File: config.mk
export PLATFORM = sky130hd
export DESIGN_NAME = clock_time_counter
export DESIGN_NICKNAME = d
export VERILOG_FILES = /design/src/rtl/clock_time_counter.sv
export SDC_FILE = /design/constraint.sdc
export NUM_CORES = 1
export LEC_CHECK = 0
export ABC_AREA = 1
export CAP_MARGIN = 5
export CORE_MARGIN = 1.5
export CORE_UTILIZATION = 40
export DETAILED_ROUTE_END_ITERATION = 10
export PLACE_DENSITY = 0.67
export SYNTH_ARGS = -nofsm -noshare
export SYNTH_HDL_FRONTEND = slang
export SYNTH_SLANG_ARGS = --single-unit
File: constraint.sdc
create_clock -name clk -period 1.5 [get_ports clk]
set_clock_uncertainty 0.15 [all_clocks]
set_input_delay 0.225 -clock clk [delete_from_list [all_inputs] [get_ports clk]]
set_output_delay 0.225 -clock clk [all_outputs]
set_load 0.02 [all_outputs]
File: src/rtl/clock_time_counter.sv
// Timekeeping core: divides clk to a 1 Hz tick and keeps a 24-hour HH:MM:SS count.
// Load overrides the tick on the same edge; all strobes are registered single-cycle pulses.
module clock_time_counter #(
    parameter int unsigned TICK_DIV   = 50_000_000,
    parameter int unsigned RESET_HOUR = 0,
    parameter int unsigned RESET_MIN  = 0
) (
    input  logic       clk,
    input  logic       rst,
    input  logic       count_en,
    input  logic       load_en,
    input  logic [4:0] load_hour,
    input  logic [5:0] load_min,
    output logic [4:0] hour,
    output logic [5:0] min,
    output logic [5:0] sec,
    output logic       sec_tick,
    output logic       min_carry,
    output logic       day_carry
);

    localparam int unsigned PW = $clog2(TICK_DIV);
    localparam logic [PW-1:0] PRESC_LAST = PW'(TICK_DIV - 1);

    logic [PW-1:0] presc_q, presc_d;
    logic [4:0]    hour_d;
    logic [5:0]    min_d, sec_d;
    logic          sec_tick_d, min_carry_d, day_carry_d;
    logic          tick_int;

    assign tick_int = count_en && (presc_q == PRESC_LAST);

    always_comb begin
        presc_d     = presc_q;
        hour_d      = hour;
        min_d       = min;
        sec_d       = sec;
        sec_tick_d  = 1'b0;
        min_carry_d = 1'b0;
        day_carry_d = 1'b0;

        if (load_en) begin
            // A coincident tick is dropped, and out-of-range load values fall back to zero.
            presc_d = '0;
            hour_d  = (load_hour > 5'd23) ? 5'd0 : load_hour;
            min_d   = (load_min > 6'd59) ? 6'd0 : load_min;
            sec_d   = '0;
        end else if (tick_int) begin
            presc_d    = '0;
            sec_tick_d = 1'b1;
            if (sec < 6'd59) begin
                sec_d = sec + 6'd1;
            end else begin
                sec_d       = '0;
                min_carry_d = 1'b1;
                if (min < 6'd59) begin
                    min_d = min + 6'd1;
                end else begin
                    min_d = '0;
                    if (hour < 5'd23) begin
                        hour_d = hour + 5'd1;
                    end else begin
                        hour_d      = '0;
                        day_carry_d = 1'b1;
                    end
                end
            end
        end else if (count_en) begin
            presc_d = presc_q + PW'(1);
        end
    end

    always_ff @(posedge clk or posedge rst) begin
        if (rst) begin
            presc_q   <= '0;
            hour      <= 5'(RESET_HOUR);
            min       <= 6'(RESET_MIN);
            sec       <= '0;
            sec_tick  <= 1'b0;
            min_carry <= 1'b0;
            day_carry <= 1'b0;
        end else begin
            presc_q   <= presc_d;
            hour      <= hour_d;
            min       <= min_d;
            sec       <= sec_d;
            sec_tick  <= sec_tick_d;
            min_carry <= min_carry_d;
            day_carry <= day_carry_d;
        end
    end

endmodule

[Word-level counts from Yosys, hierarchy flattened]
Index checks and enable logic that the tools add are counted.
Storage, ports and cells
  register bits after elaboration: 46
  output and inout port bits: 20
  logic and storage cells: 51
Cells by class
  $add $sub $neg: 4
  $lt $le $gt $ge: 5
  eq/ne operators: 3
  muxes and demuxes: 27
  reduce and logical (&&, ||, !) cells: 5
Operator list (count)
  $mux W26: 3
  $mux W6: 8
  $mux W5: 6
  $add A26 B1 Y26 const B: 1
  $eq A26 B26 Y1 const B: 1
  $add A6 B1 Y6 const B: 2
  $lt A6 B6 Y1 const B: 2
  $mux W1: 10
  $gt A6 B6 Y1 const B: 1
  $add A5 B1 Y5 const B: 1
  $gt A5 B5 Y1 const B: 1
  $lt A5 B5 Y1 const B: 1
  $ne A2 B2 Y1 const B: 2
  $reduce_and A3 Y1: 1
  $reduce_bool A3 Y1: 1
  $reduce_and A2 Y1: 1
  $reduce_bool A2 Y1: 1
  $logic_and A1 B1 Y1: 1

[Depth between registers and ports, before layout]
Gate-level depths: netlist of run 1.
  depth in word-level cells: 6
  gate-level depth with buffers: 11
  depth with buffers taken out: 10

[Least setup slack after synthesis of run 1]
OpenSTA, ideal clock, no wires.
  path kind: register to register
  start: register min[0]
  end: register hour[4]
  arrival time: 1476 ps
  data required time: 1232 ps
  slack: -244 ps
  cell stages (with the launch flop): 9
  buffers on the path: 0
  path through: dfrtp_1 ha_1 nor2_1 o21ai_2 inv_1 nor2_4 nand2_1 nand2_1 nand2_1
Between the ends
  cells in the longest elaborated chain, start to end: 3
RTL lines
  from (decl): line 15  | output logic [5:0] min,
  from (signal assigned): line 77  | min <= 6'(RESET_MIN);
  from (signal assigned): line 85  | min <= min_d;
  $lt A6 B6 Y1: line 56  | if (min < 6'd59) begin
  $ne A2 B2 Y1 (no line)
  $reduce_and A3 Y1 (no line)
  to (signal assigned): line 76  | hour <= 5'(RESET_HOUR);
  to (signal assigned): line 84  | hour <= hour_d;
  to (decl): line 14  | output logic [4:0] hour,
No other way between the ends.
A chain may end at the register's enable or synchronous reset.

[Worst setup path in the final report of run 1]
  start: register presc_q[1]
  end: register hour[0]
Between the ends
  cells in the longest elaborated chain, start to end: 4
RTL lines
  from (decl): line 25  | logic [PW-1:0] presc_q, presc_d;
  from (signal assigned): line 83  | presc_q <= presc_d;
  $eq A26 B26 Y1: line 31  | assign tick_int = count_en && (presc_q == PRESC_LAST);
  $logic_and A1 B1 Y1: line 31
  $reduce_bool A2 Y1 (no line)
  $reduce_and A3 Y1 (no line)
No other way between the ends.

==> results of run 1 <==
-- per-layer routing --
layer / wire length (um) / part of all wire (%) / vias to the layer above
met2: 3930 / 50 / 50
met1: 3610 / 46 / 1413
li1: - / - / 1516
met5: 0 / 0 / -
met4: 85 / 1.1 / 0
met3: 239 / 3.0 / 8
-- flip-flops by register name (all words and copies together), names as in the netlist --
name       count
day_carry      1
presc_q       26
min            6
sec            6
hour           5
min_carry      1
sec_tick       1
-- repair_timing --
action                     4_1_cts  5_1_grt
setup buffers                    4        2
setup endpoints to repair       65       49
gates cloned                     2        0
hold endpoints to repair         0        0
pin swaps                       34       11
resized for setup              101       20
hold buffers                     0        0
-- logic make-up (layout without fill, tap and decap cells) --
family	after synthesis	count (layout)	synth area share, %
adder cells (fa/ha/maj)	4	4	1.77
AO/OA/AOI/OAI	20	20	3.76
buffers and inverters	49	160	7.42
flip-flops	46	46	40.7
XOR/XNOR	12	12	3.71
AND/OR/NAND/NOR	277	278	42.7
-- cell type report --
| class | instances | area (um2) |
|---|---|---|
| clock buffer | 7 | 86.3 |
| clock inverter | 1 | 5.00 |
| fill | 638 | 2550 |
| inverter | 44 | 184 |
| multi-input combinational | 314 | 1820 |
| sequential | 46 | 1160 |
| tap | 96 | 120 |
| timing repair buffer | 107 | 905 |
| timing repair inverter | 1 | 8.76 |
-- synth_stat cells, types with 2 or more instances --
master	number
nand2_1	136
nor2_1	64
dfrtp_1	46
nand3_1	42
inv_1	39
o21ai_0	12
nand4_1	8
nor3_1	8
xnor2_1	7
nor2_4	5
xor2_1	5
a21oi_1	4
ha_1	4
inv_2	4
nor2_2	4
buf_6	3
nand3b_1	2
nor3b_1	2
o21ai_1	2
-- power by group --
part           internal (mW)  switching [mW]
logic                  0.318           0.414
clock network          0.373           0.429
registers               1.31          0.0696
total                   2.00           0.912
-- per-stage QoR --
| step | worst slack (ns) | utilization [%] | power [mW] |
|---|---|---|---|
| 6_report | -0.163 | 62.7 | 2.91 |
| 2_1_floorplan | -0.0392 | - | 1.74 |
| 5_1_grt | -0.277 | 62.7 | 3.05 |
| 3_5_place_dp | -0.408 | 56.6 | 2.11 |
| 3_3_place_gp | -0.331 | 56.6 | 2.09 |
| 4_1_cts | -0.128 | 62.0 | 2.92 |
-- final timing paths --
kind	end	slack (ns)	cells past startpoint
worst max-delay path	hour[0]$_DFFE_PP0P_	-0.16	10
min in group clk	min[5]$_DFFE_PP0P_	0.39	2
max in group asynchronous	sec[0]$_DFFE_PP0P_	0.77	3
worst min register to register	min[5]$_DFFE_PP0P_	0.39	2
worst min-delay path	min[5]$_DFFE_PP0P_	0.06	2
worst max register to register	hour[0]$_DFFE_PP0P_	-0.16	10
==> impl_metrics.env, run 1 <==
export IMPL_ctsLongestPathBuffers=2
export IMPL_core_area_um2=6830
export IMPL_worst_hold_slack_ns=0.0551
export IMPL_vdd_drop_max_mv=0.471
export IMPL_slowest_stage="dfrtp_1"
export IMPL_wl_per_cell_um=12.8
export IMPL_drt_wl_total_um=7860
export IMPL_crit_family="simple AND/OR/NAND/NOR gates"
export IMPL_drv_cap=0
export IMPL_crit_arrival_ns=1.75
export IMPL_syn_inst=408
export IMPL_synth_cell_type_count=30
export IMPL_io_buffers=34
export IMPL_syn_area_um2=2830
export IMPL_ys_seq_area_share_pct=40.7
export IMPL_place_congestion=0.836
export IMPL_crit_start="presc_q[1]$_DFFE_PP0P_"
export IMPL_die_y_um=87.1
export IMPL_syn_area_per_cell_um2=6.94
export IMPL_fin_nets=538
export IMPL_fmax_mhz=601
export IMPL_rsz0062_at_grt="yes"
export IMPL_met2_usage_pct=36.6
export IMPL_instances_no_fill=616
export IMPL_root_buffer="clkbuf_8"
export IMPL_ioPinCount=35
export IMPL_diodes=0
export IMPL_grt_max_degree=22
export IMPL_synthFlopType="dfrtp_1"
export IMPL_timing_critical_path_to_type="flip-flop"
export IMPL_leakage_nw=2.02
export IMPL_final_cell_mix="nand2_1, buf_4, nor2_1, dfrtp_1, inv_1"
export IMPL_met3_usage_pct=2.84
export IMPL_setup_viol=44
export IMPL_crit_reg2reg_launch="presc_q[1]$_DFFE_PP0P_"
export IMPL_hold_path_class="in -> async"
export IMPL_dr_total_vias=2987
export IMPL_layout_drive_gt1_share_pct=33.5
export IMPL_synth_top_area_share_pct=40.7
export IMPL_drc=0
export IMPL_slew_viol_final=0
export IMPL_cp_slowest_stage_delay_ns=0.41
export IMPL_final_common_cell="nand2_1"
export IMPL_ys_async_sr_fraction_pct=100
export IMPL_area_growth_pct=51.3
export IMPL_initial_core_util_pct=41.4
export IMPL_min_period_over_period_pct=111
export IMPL_yosysTopAreaCell="dfrtp_1"
export IMPL_status="finished with violations"
export IMPL_crit_buf_inv=2
export IMPL_avgViaCountPerCell=4.85
export IMPL_powerDensity_nw_per_um2=679
export IMPL_violations="negative setup slack"
export IMPL_numClockSinks=46
export IMPL_synthTopCellsByArea="dfrtp_1, nand2_1, nor2_1, nand3_1, inv_1"
export IMPL_synth_edff_count=0
export IMPL_synth_nets=427
export IMPL_hpwl_um=5690
export IMPL_first_pass_iters=5
export IMPL_finalWorstSetupSlack_ns=-0.163
export IMPL_drt_iter0_markers=90
export IMPL_cts_tree="done"
export IMPL_grtUsageMet1_pct=31.0
export IMPL_fp_row_count=30
export IMPL_finalCriticalPeriod_ns=1.66
export IMPL_grt_overflow=0
export IMPL_tightest_slew_ns=0.267
export IMPL_antenna_found_initial=0
export IMPL_placed_area_um2=3860
export IMPL_path_max_fanout=8
export IMPL_post_place_cells=601
export IMPL_clk_pin_slew_ns=0.10
export IMPL_top_usage_layer="met2"
export IMPL_crit_path_start_kind="flip-flop"
export IMPL_grt_total_usage_pct=22.1
export IMPL_design_area_um2=4280
export IMPL_numCtsBuffers=5
export IMPL_tns_ns=-5.16
export IMPL_worstSetupPathType="reg -> reg"
export IMPL_crit_path_frequent_cell="nand2_4"
export IMPL_ys_warnings_count=0
export IMPL_fp_dieW_um=87.1
export IMPL_hold_viol_final=0
export IMPL_synth_ff_latch_count=46
export IMPL_htree_levels=2
export IMPL_cp_required_ns=1.59
export IMPL_insertion_delay_ns=0.31
export IMPL_grt_pass1_vias=2913
export IMPL_grt_pass1_wl_um=13400
export IMPL_die_area_um2=7590
export IMPL_cp_cell_sequence="ha_4, nand3_4, inv_2, nand2_4, nor2_4, nand2_4, nand2_8, buf_6, nand3_2, nand2_1"
export IMPL_ant_nets=0
export IMPL_slew_headroom_pct=82.0
Power figures use the tool's default switching activity.
==> inputs of run 2 (changes only) <==
- GPL_TIMING_DRIVEN: default -> 0
==> run 2 against run 1 <==
  * The run still ends with negative setup slack left
  * First-iteration DRC count up 77%
  * Non-clock buffer count down 46
  * Hold slack better by 0.28 ns
  * Setup slack worse by 0.048 ns
  * Design area down 6.4%
  * Global-route usage down 1.0 points
  * Sequential power about the same
  * Power up 0.54%
  * Register-to-register slack worse by 0.04 ns
  * Fmax down 2.8%
  * Routed wire length down 1.6%
  * Critical endpoint is now min[0]$_DFFE_PP0P_
==> impl_metrics.env, run 2 (same netlist as run 1, synthesis figures left out) <==
export IMPL_die_area_um2=7590
export IMPL_fp_row_count=30
export IMPL_ioPinCount=35
export IMPL_grt_pass1_vias=2619
export IMPL_diodes=0
export IMPL_reg2regPathDepth=10
export IMPL_fmax_mhz=584
export IMPL_cp_required_ns=1.56
export IMPL_die_y_um=87.1
export IMPL_setup_viol=44
export IMPL_finalWorstSetupSlack_ns=-0.211
export IMPL_layout_drive_gt1_share_pct=27.7
export IMPL_first_pass_iters=5
export IMPL_endpoint="min[0]$_DFFE_PP0P_"
export IMPL_leakage_nw=1.80
export IMPL_final_util_pct=58.7
export IMPL_worstSetupPathType="in -> reg"
export IMPL_drt_iter0_markers=159
export IMPL_finalCriticalPeriod_ns=1.71
export IMPL_drt_wl_total_um=7730
export IMPL_hpwl_um=4990
export IMPL_hold_path_class="in -> async"
export IMPL_grt_pass1_wl_um=12500
export IMPL_seq_area_um2=1160
export IMPL_fillers=643
export IMPL_antenna_found_initial=0
export IMPL_clk_pin_slew_ns=0.10
export IMPL_grt_max_degree=47
export IMPL_area_growth_pct=41.6
export IMPL_wl_per_cell_um=13.6
export IMPL_place_congestion=0.802
export IMPL_crit_path_start_kind="primary input"
export IMPL_tightest_slew_ns=1.01
export IMPL_hold_buffers=0
export IMPL_design_area_um2=4010
export IMPL_crit_start="count_en"
export IMPL_grt_total_usage_pct=21.1
export IMPL_reg2reg_slack_ns=-0.20
export IMPL_top_regs="presc_q (26), min (6), sec (6)"
export IMPL_final_common_cell="nand2_1"
export IMPL_root_buffer="clkbuf_8"
export IMPL_grt_overflow=0
export IMPL_worstReg2RegEnd="min[0]$_DFFE_PP0P_"
export IMPL_final_cell_mix="nand2_1, nor2_1, nand3_1, dfrtp_1, inv_1"
export IMPL_rsz0062_at_grt="yes"
export IMPL_numClockSinks=46
export IMPL_vdd_drop_max_mv=0.488
export IMPL_ant_nets=0
export IMPL_cts_tree="done"
export IMPL_numCtsBuffers=5
export IMPL_regMostFlops="presc_q"
export IMPL_slew_headroom_pct=32.8
export IMPL_fp_dieW_um=87.1
export IMPL_worst_hold_slack_ns=0.331
export IMPL_path_max_fanout=6
export IMPL_slew_viol_final=0
export IMPL_violations="negative setup slack"
export IMPL_crit_reg2reg_launch="presc_q[22]$_DFFE_PP0P_"
export IMPL_hold_viol_final=0
export IMPL_io_buffers=34
export IMPL_dp_slack_ns=-0.631
export IMPL_htree_levels=2
export IMPL_timing_critical_path_to_type="flip-flop"
export IMPL_placed_area_um2=3370
export IMPL_ctsLongestPathBuffers=2
export IMPL_fin_nets=491
export IMPL_avgViaCountPerCell=5.07
export IMPL_drc=0
export IMPL_multi_input_area_um2=1830
export IMPL_powerDensity_nw_per_um2=729
export IMPL_tns_ns=-6.59
export IMPL_initial_core_util_pct=41.4
export IMPL_core_area_um2=6830
export IMPL_min_period_over_period_pct=114
export IMPL_drv_cap=0
export IMPL_dr_total_vias=2886
export IMPL_insertion_delay_ns=0.31
export IMPL_largest_reg_flops=26
export IMPL_status="finished with violations"
export IMPL_crit_arrival_ns=1.77
==> run 2: cell count changes in the layout (fill, tap and decap cells not counted), sizes merged <==
cell           delta
buf              -51
clkbuf            +3
clkdlybuf4s15     +5
clkdlybuf4s50     -1
dlygate4sd2       -2
inv               -1
==> run 2: power by group <==
part | total [mW] | internal, mW | switching (mW)
clock | 0.884 | 0.423 | 0.461
sequential | 1.41 | 1.31 | 0.107
combinational | 0.626 | 0.269 | 0.357
total | 2.92 | 2.00 | 0.925
==> run 2: how the worst min path moves through the flow <==
stage / start / endpoint / slack (ns)
floorplan: rst / day_carry$_DFF_PP0_ / 0.09
global placement: presc_q[0]$_DFFE_PP0P_ / presc_q[0]$_DFFE_PP0P_ / 0.35
detailed placement: sec[5]$_DFFE_PP0P_ / sec[5]$_DFFE_PP0P_ / 0.37
CTS: rst / min[3]$_DFFE_PP0P_ / 0.37
global route: rst / presc_q[4]$_DFFE_PP0P_ / 0.41
finish: rst / presc_q[6]$_DFFE_PP0P_ / 0.33
==> run 2: layout make-up <==
| cell class | instances | area share (%) |
|---|---|---|
| Buffer | 5 | 1.50 |
| Clock buffer | 7 | 2.40 |
| Clock inverter | 1 | 0.218 |
| Inverter | 44 | 4.52 |
| Multi-Input combinational cell | 314 | 45.7 |
| Sequential cell | 46 | 29.0 |
| Tap cell | 96 | 3.00 |
| Timing Repair Buffer | 56 | 13.7 |
==> run 2: what timing repair did <==
action / in CTS / in global routing
gates resized for setup: 92 / 35
pin swaps: 15 / 12
buffers inserted: 15 / 4
gates cloned: 5 / 0
endpoints found under the setup margin: 62 / 55
==> run 2: routing by layer <==
metal | GRT usage [%] | vias up | share of wire (%)
li1 | - | 1421 | -
met1 | 29.5 | 1371 | 47
met2 | 34.0 | 80 | 48
met3 | 3.51 | 14 | 3.8
met4 | 5.63 | 0 | 1.7
met5 | 0 | - | 0
==> run 2: worst max-delay path, cell delays in order <==
cell	delay, ns
clkdlybuf4s50_1	0.61
nand2_1	0.08
nor2_1	0.10
nand2_1	0.07
nor2_2	0.12
nand2_4	0.12
nand2_8	0.14
buf_12	0.12
nand2_8	0.07
nand2_2	0.06
nand2_1	0.05
==> run 2: stage by stage <==
step	total power, mW	cells
CTS	2.92	566
floorplan	1.74	408
detailed placement	1.99	538
global placement	1.98	538
global route	3.06	569
finish	2.92	569
==> inputs of run 3 (changes only) <==
--- a/config.mk
+++ b/config.mk
@@ -9,3 +9,3 @@
 export CAP_MARGIN = 5
-export CORE_MARGIN = 1.5
+export CORE_MARGIN = 2
 export CORE_UTILIZATION = 40
==> constraint.sdc (replaced) <==
create_clock -name clk -period 1.5 [get_ports clk]
set_clock_uncertainty 0.15 [all_clocks]
set_input_delay 0.45 -clock clk [delete_from_list [all_inputs] [get_ports clk]]
set_output_delay 0.45 -clock clk [all_outputs]
set_load 0.02 [all_outputs]
==> run 3 against run 2 <==
  * The flow still finishes with violations (negative setup slack)
  * Routed wire length decreased by 0.94%
  * Final cell count increased by 1.1%
  * Sequential power decreased by 3%
  * Setup slack got worse by 0.011 ns
  * First-iteration DRC count decreased by 21%
  * Global-route usage decreased by 0.43 points
  * Critical endpoint is now presc_q[25]$_DFFE_PP0P_
  * Largest cell class unchanged
  * Largest power group unchanged
==> impl_metrics.env, run 3 (same netlist as run 1, synthesis figures left out) <==
export IMPL_slew_headroom_pct=63.2
export IMPL_htree_levels=2
export IMPL_ioPinCount=35
export IMPL_drc=0
export IMPL_fmax_mhz=581
export IMPL_crit_path_start_kind="flip-flop"
export IMPL_violations="negative setup slack"
export IMPL_worstSetupPathType="reg -> reg"
export IMPL_hold_buffers=0
export IMPL_slowest_stage="dfrtp_1"
export IMPL_clk_pin_slew_ns=0.09
export IMPL_insertion_delay_ns=0.31
export IMPL_timing_critical_path_to_type="flip-flop"
export IMPL_netSwitchingPower_mw=0.910
export IMPL_dr_wl_met2_um=3730
export IMPL_finalCriticalPeriod_ns=1.72
export IMPL_wl_met1_um=3440
export IMPL_layout_drive_gt1_share_pct=27.3
export IMPL_instances_no_fill=575
export IMPL_endpoint="presc_q[25]$_DFFE_PP0P_"
export IMPL_clockPowerShare_pct=32.0
export IMPL_fp_row_count=30
export IMPL_fillers=666
export IMPL_area_growth_pct=38.0
export IMPL_largest_reg_flops=26
export IMPL_cp_cell_sequence="ha_2, nand3_4, inv_2, nand2_4, nor2_4, nand2_4, nand2_8, buf_12, nor2_4, nand2_1, nand2_1"
export IMPL_grt_total_usage_pct=20.7
export IMPL_wl_per_cell_um=13.3
export IMPL_io_buffers=34
export IMPL_reg2reg_slack_ns=-0.22
export IMPL_hold_viol_final=0
export IMPL_cp_slowest_stage_delay_ns=0.38
export IMPL_grt_pass1_vias=2584
export IMPL_dr_total_vias=2900
export IMPL_grt_max_degree=24
export IMPL_setup_viol=48
export IMPL_top_layer="met4"
export IMPL_first_pass_iters=4
export IMPL_hpwl_um=5050
export IMPL_fp_dieW_um=88.1
export IMPL_switching_share_pct=29.4
export IMPL_drt_iter0_markers=126
export IMPL_placed_area_um2=3370
export IMPL_numClockSinks=46
export IMPL_status="finished with violations"
export IMPL_post_place_cells=538
export IMPL_ant_nets=0
export IMPL_tightest_slew_ns=0.551
export IMPL_finalWorstSetupSlack_ns=-0.223
export IMPL_drv_cap=0
export IMPL_ctsLongestPathBuffers=2
export IMPL_power_internal_mw=2.19
export IMPL_core_area_um2=6830
export IMPL_cts_tree="done"
export IMPL_path_max_fanout=10
export IMPL_min_period_over_period_pct=115
export IMPL_worstReg2RegEnd="presc_q[25]$_DFFE_PP0P_"
export IMPL_hold_path_class="reg -> reg"
export IMPL_vdd_drop_max_mv=0.495
export IMPL_crit_start="presc_q[0]$_DFFE_PP0P_"
export IMPL_leakage_nw=1.78
export IMPL_numCtsBuffers=5
export IMPL_avgViaCountPerCell=5.04
export IMPL_grt_overflow=0
export IMPL_die_area_um2=7770
export IMPL_regMostFlops="presc_q"
export IMPL_place_congestion=0.850
export IMPL_initial_core_util_pct=41.4
export IMPL_crit_arrival_ns=1.77
export IMPL_drt_wl_total_um=7660
export IMPL_rsz0062_at_grt="yes"
export IMPL_antenna_found_initial=0
export IMPL_reg2regPathDepth=11
export IMPL_crit_reg2reg_launch="presc_q[0]$_DFFE_PP0P_"
export IMPL_wl_met3_um=361
export IMPL_fin_nets=497
export IMPL_share_comb_of_total_power_pct=23.7
export IMPL_final_common_cell="nand2_1"
export IMPL_pwr_share_seq_pct=44.3
export IMPL_root_buffer="clkbuf_8"
export IMPL_slew_viol_final=0
export IMPL_design_area_um2=3910
export IMPL_die_y_um=88.1
export IMPL_powerDensity_nw_per_um2=792
export IMPL_cp_required_ns=1.55
export IMPL_diodes=0
export IMPL_top_regs="presc_q (26), min (6), sec (6)"
export IMPL_final_cell_mix="nand2_1, nor2_1, nand3_1, inv_1, dfrtp_1"
export IMPL_grt_pass1_wl_um=12500
-- run 3: area by class of cell --
class / count / area [um2] / area share [%]
repair buffers: 62 / 552 / 14.1
repair inverters: 1 / 7.51 / 0.192
inverters: 44 / 176 / 4.51
plain buffers: 5 / 65.1 / 1.66
flip-flops and latches: 46 / 1160 / 29.8
clock inverters: 1 / 30.0 / 0.768
clock buffers: 7 / 86.3 / 2.21
multi-input cells: 313 / 1710 / 43.7
well taps: 96 / 120 / 3.07
-- run 3: worst min-delay path by stage --
stage	slack, ns	from	to	cells after the start
detailed placement	0.36	presc_q[0]$_DFFE_PP0P_	presc_q[0]$_DFFE_PP0P_	2
finish	0.36	hour[1]$_DFFE_PP0P_	hour[1]$_DFFE_PP0P_	2
global placement	0.35	presc_q[1]$_DFFE_PP0P_	presc_q[1]$_DFFE_PP0P_	2
CTS	0.36	hour[1]$_DFFE_PP0P_	hour[1]$_DFFE_PP0P_	2
floorplan	0.32	rst	day_carry$_DFF_PP0_	1
global route	0.38	hour[1]$_DFFE_PP0P_	hour[1]$_DFFE_PP0P_	2
-- run 3: routing by layer --
layer / GRT usage, % / up-vias
li1: - / 1434
met5: 0 / -
met4: 6.06 / 0
met1: 30.4 / 1387
met3: 2.92 / 10
met2: 31.8 / 69
-- run 3: what timing repair did --
action / CTS / global route
gates resized for setup: 130 / 42
pin swaps: 14 / 9
endpoints found under the setup margin: 71 / 58
cloned: 2 / 1
buffers inserted: 19 / 10
-- run 3: power groups by stage --
stage | registers [mW] | clock network, mW | logic (mW)
finish | 1.37 | 0.989 | 0.735
floorplan | 1.48 | 0 | 0.259
CTS | 1.37 | 1.01 | 0.696
global placement | 1.43 | 0 | 0.560
detailed placement | 1.43 | 0 | 0.569
global route | 1.38 | 1.04 | 0.801
-- run 3: per-stage QoR --
step	TNS (ns)	power [mW]	utilization, %	hold WS (ns)	worst slack [ns]
2_1_floorplan	-1.00	1.74	-	0.317	-0.0674
3_3_place_gp	-47.74	1.99	49.3	0.351	-0.877
3_5_place_dp	-48.52	2.00	49.3	0.361	-0.902
4_1_cts	-7.64	3.07	54.4	0.360	-0.220
5_1_grt	-10.24	3.23	57.2	0.377	-0.332
6_report	-6.50	3.10	57.2	0.360	-0.223
-- run 3: critical path, delay by kind of cell (launching register included) --
kind / cells / cell delay [ns]
simple gates: 8 / 0.61
buf+inv: 2 / 0.23
fa+ha+maj: 1 / 0.23
flops: 1 / 0.38
